**config.mk**
```make
export PLATFORM = sky130hd
export DESIGN_NAME = datapath_sequencer
export DESIGN_NICKNAME = d
export VERILOG_FILES = /design/src/rtl/datapath_sequencer.sv
export SDC_FILE = /design/constraint.sdc
export NUM_CORES = 1
export LEC_CHECK = 0
export BUFFER_PORTS_ARGS = -buffer_cell sky130_fd_sc_hd__buf_4
export CAP_MARGIN = 20
export CORE_ASPECT_RATIO = 0.75
export CORE_MARGIN = 2
export CORE_UTILIZATION = 45
export DETAILED_ROUTE_END_ITERATION = 12
export PLACE_DENSITY_LB_ADDON = 0.08
export SLEW_MARGIN = 10
export SYNTH_ARGS = -nofsm -noshare
export SYNTH_HDL_FRONTEND = slang
export SYNTH_SLANG_ARGS = --single-unit
```
**constraint.sdc**
```tcl
create_clock -name Clk -period 2.5 [get_ports Clk]
set_clock_uncertainty 0.2 [all_clocks]
set_input_delay 0.375 -clock Clk [delete_from_list [all_inputs] [get_ports Clk]]
set_output_delay 0.375 -clock Clk [all_outputs]
set_load 0.02 [all_outputs]
```
**src/rtl/datapath_sequencer.sv**
```systemverilog
// Instruction sequencer for the datapath: accepts one instruction at a time, drives
// Opcode/RegEnable/Cin, then retires AluBus and Flags into Result/StatusFlags.
module datapath_sequencer #(
  parameter logic [7:0] CMP_OP    = 8'h0B,
  parameter int         CARRY_BIT = 0,
  parameter int         COUNT_W   = 16
) (
  input  logic               Clk,
  input  logic               Reset,
  input  logic               InstrValid,
  input  logic [15:0]        Instr,
  output logic               InstrReady,
  output logic [15:0]        Opcode,
  output logic [15:0]        RegEnable,
  output logic               Cin,
  input  logic [4:0]         Flags,
  input  logic [15:0]        AluBus,
  output logic [15:0]        Result,
  output logic [4:0]         StatusFlags,
  output logic               Done,
  output logic [COUNT_W-1:0] RetireCount
);

  typedef enum logic [1:0] {
    ST_IDLE,
    ST_EXEC,
    ST_DONE
  } state_e;

  state_e             state_q, state_d;
  logic [15:0]        opcode_q, opcode_d;
  logic [15:0]        reg_en_q, reg_en_d;
  logic [15:0]        result_q, result_d;
  logic [4:0]         flags_q, flags_d;
  logic               done_q, done_d;
  logic [COUNT_W-1:0] count_q, count_d;

  logic       accept;
  logic [7:0] alu_op;

  assign InstrReady = (state_q != ST_EXEC);
  assign accept     = InstrValid && InstrReady;
  assign alu_op     = {Instr[15:12], Instr[7:4]};

  always_comb begin
    // NOTE: every signal gets its hold value first, so no path through the case infers a latch.
    state_d  = state_q;
    opcode_d = opcode_q;
    reg_en_d = reg_en_q;
    result_d = result_q;
    flags_d  = flags_q;
    count_d  = count_q;
    done_d   = 1'b0;

    unique case (state_q)
      ST_IDLE, ST_DONE: begin
        if (accept) begin
          state_d  = ST_EXEC;
          opcode_d = Instr;
          reg_en_d = (alu_op == CMP_OP) ? 16'h0000 : (16'h0001 << Instr[11:8]);
        end else begin
          state_d = ST_IDLE;
        end
      end
      ST_EXEC: begin
        // The register file writes AluBus on this same edge, so capture it alongside.
        state_d  = ST_DONE;
        result_d = AluBus;
        flags_d  = Flags;
        reg_en_d = 16'h0000;
        count_d  = count_q + COUNT_W'(1);
        done_d   = 1'b1;
      end
      default: state_d = ST_IDLE;
    endcase
  end

  // NOTE: sequential state uses non-blocking assignments so all registers update together.
  always_ff @(posedge Clk or negedge Reset) begin
    if (!Reset) begin
      state_q  <= ST_IDLE;
      opcode_q <= '0;
      reg_en_q <= '0;
      result_q <= '0;
      flags_q  <= '0;
      done_q   <= 1'b0;
      count_q  <= '0;
    end else begin
      state_q  <= state_d;
      opcode_q <= opcode_d;
      reg_en_q <= reg_en_d;
      result_q <= result_d;
      flags_q  <= flags_d;
      done_q   <= done_d;
      count_q  <= count_d;
    end
  end

  assign Opcode      = opcode_q;
  assign RegEnable   = reg_en_q;
  assign Result      = result_q;
  assign StatusFlags = flags_q;
  assign Cin         = flags_q[CARRY_BIT];
  assign Done        = done_q;
  assign RetireCount = count_q;

endmodule

```
==> impl_metrics.toml <==
[clock_tree]
clk_pin_slew_ps = 70
clkSinkCount = 71
clock_latency_ps = 330
postCtsSetupBuffers = 0
clockBufferDepth = 2
cts_tree = "done"
cts-root-buf = "clkbuf_8"
numCtsBuffers = 9
htreeDepth = 3

[worst_setup_path]
cp.required_ps = 1920
worstSetupEndpointType = "output port"
path_class = "flop to output port"
crit_path_start_kind = "flop"
arrival_ps = 1400
crit_fanout = 19

[synth]
netlist.area_leader.share_pct = 62.0
synthCells = 235
ys_warn_count = 0
post-synth-top-area-cell = "dfrtp_1"
synth_cell_types = 31
ys_async_sr_fraction_pct = 100
synth_edf_count = 0
synth_area_sq_mm = 0.00287
yosysSeqAreaShare_pct = 62.0
synth_fp_nets = 276
syn_area_per_cell_sq_um = 12.2
synthTopCellsByCount = "dfrtp_1, nand2_1, mux2_2, xnor2_1, nand3_1"
synth_flop_cell = "dfrtp_1"
yosys-top-cells-area = "dfrtp_1, mux2_2, nand2_1, xnor2_1, a22o_1"
yosysMostFrequentCell = "dfrtp_1"
ys_ff_latch = 71

[layout]
area_delta_synth_final_pct = 39.6
layout-drive-gt1-share_pct = 45.2
seqCellArea_sq_mm = 0.00178
finalNonFillerCells = 437
nets = 393
num_antenna_cells = 0
n_fill_cell = 516
multi_input_area_sq_mm = 0.00101

[floorplanning]
core_sq_mm = 0.00622
initial_utilization_pct = 46.1
ios = 112
dieArea_sq_mm = 0.00703
die_w_um = 96.2
die_h_um = 73.1
core.rowCount = 25

[placement]
port_buffers = 111
dp_cells = 421
hpwlAfterDp_mm = 4.56
preCtsSetupSlack_ps = 558
routabilityCongestion = 0.825

[global_routing]
overflow = 0
grt_usage_pct = 19.6
grt_start_max_net_pins = 40
antenna_found_initial = 0
grt_pass1_vias = 2184
grt_pass1_wl_mm = 10.4

[detailed_routing]
finalWirelength_mm = 6.26
drc = 0
routedWlPerCell_um = 14.3
drtAntennaViolNets = 0
dr.first_iter.drc_count = 123
first_pass_iters = 4
vias = 2130
vias_per_cell = 4.87

[timing]
finalSetupViolCount = 0
period_share_pct = 79.2
post-route-worst-setup-slack_ps = 521
relSlewSlack_pct = 60.0
layout_min_cycle_time_ps = 1980
tightest_slew_ps = 600
finalHoldViolCount = 0
finalMaxSlewViolations = 0
rsz0062_at_grt = "false"
max_freq_mhz = 505
fin_tns_setup_ps = 0

[job]
maxCapViolations = 0

[run_status]
status = "completed"

[min_path]
hp-class = "primary input to flop"

[pwr]
p_leak_nw = 2.03
vdd_drop_max_mv = 0.483
power_density_mw_per_mm2 = 806
==> through the flow <==
step | cell area [sq um] | utilization [%] | power [mW] | hold WS [ps]
floorplan | 2870 | - | 1.88 | -121
global placement | 3780 | 60.8 | 2.25 | 142
detailed placement | 3780 | 60.8 | 2.28 | 145
CTS | 4000 | 64.3 | 3.26 | 10.8
global route | 4000 | 64.3 | 3.40 | 17.4
finish | 4000 | 64.3 | 3.23 | 22.8
==> final cells by class <==
| class | count | area share (%) |
|---|---|---|
| well taps | 81 | 2.53 |
| repair buffers | 116 | 22.1 |
| inverters | 4 | 0.500 |
| flip-flops and latches | 71 | 44.4 |
| clock buffers | 11 | 3.53 |
| clock inverters | 4 | 1.75 |
| multi-input cells | 150 | 25.2 |
==> power breakdown <==
group          internal [mW]  switching (mW)  total (mW)
combinational          0.370           0.430       0.800
clock                  0.581           0.400       0.981
sequential              1.30           0.140        1.44
total                   2.26           0.970        3.23
==> final timing paths <==
path | cells past startpoint | endpoint | slack (ps) | startpoint
max | 4 | InstrReady | 520 | state_q[0]
min | 3 | Opcode[2] | 20 | Instr[2]
max reg2reg | 5 | RegEnable[7] | 560 | state_q[0]
min reg2reg | 2 | Opcode[7] | 280 | Opcode[7]
max in group asynchronous | 3 | Opcode[5] | 1230 | Reset
min in group asynchronous | 2 | RetireCount[14] | 330 | Reset
==> cell usage in the layout, fill, tap and decap left out, types with 2 or more instances in the layout <==
cell       instances
buf_4            114
dfrtp_1           71
nand2_1           61
mux2_2            22
xnor2_1           11
clkbuf_8          10
nand3_1            8
a22o_1             6
nor2_1             6
o21ai_0            6
xor2_1             4
nand2b_1           3
inv_1              3
nor2b_1            3
nand4_1            3
nor4_2             2
a32o_1             2
o31ai_1            2
bufinv_16          2
clkinv_2           2
==> cells by family (layout without fill, tap and decap cells) <==
kind of cell	count (synthesis)	after routing	synth area share [%]
flops	71	71	62.0
xor+xnor	15	15	4.58
fa+ha+maj	1	1	0.436
mux	22	22	8.64
simple gates	96	96	17.3
compound gates	16	16	4.10
buf+inv	14	135	2.97
==> repair_timing <==
action / in CTS / in global routing
resized for setup: 0 / 0
hold buffers: 1 / 0
endpoints found under the hold margin: 32 / 0
==> worst max-delay path: stages, from the launching register on <==
cell and delay (ps):
dfrtp_1 400, nor2b_2 170, buf_4 270, inv_1 70, buf_4 160
==> registers in the layout, indices dropped and copies added, names as in the netlist <==
signal / count
RegEnable: 16
Opcode: 16
state_q: 1
RetireCount: 16
StatusFlags: 5
Result: 16
Done: 1
==> per-layer routing <==
layer | wire [um] | share of wire, % | track usage [%] | vias up
met5 | 0 | 0 | 0 | -
met4 | 52 | 0.83 | 5.08 | 0
met3 | 587 | 9.4 | 9.09 | 4
met2 | 2810 | 45 | 29.1 | 79
met1 | 2820 | 45 | 26.1 | 1026
li1 | - | - | - | 1021
Note: power is estimated with default switching activity, not from simulation.
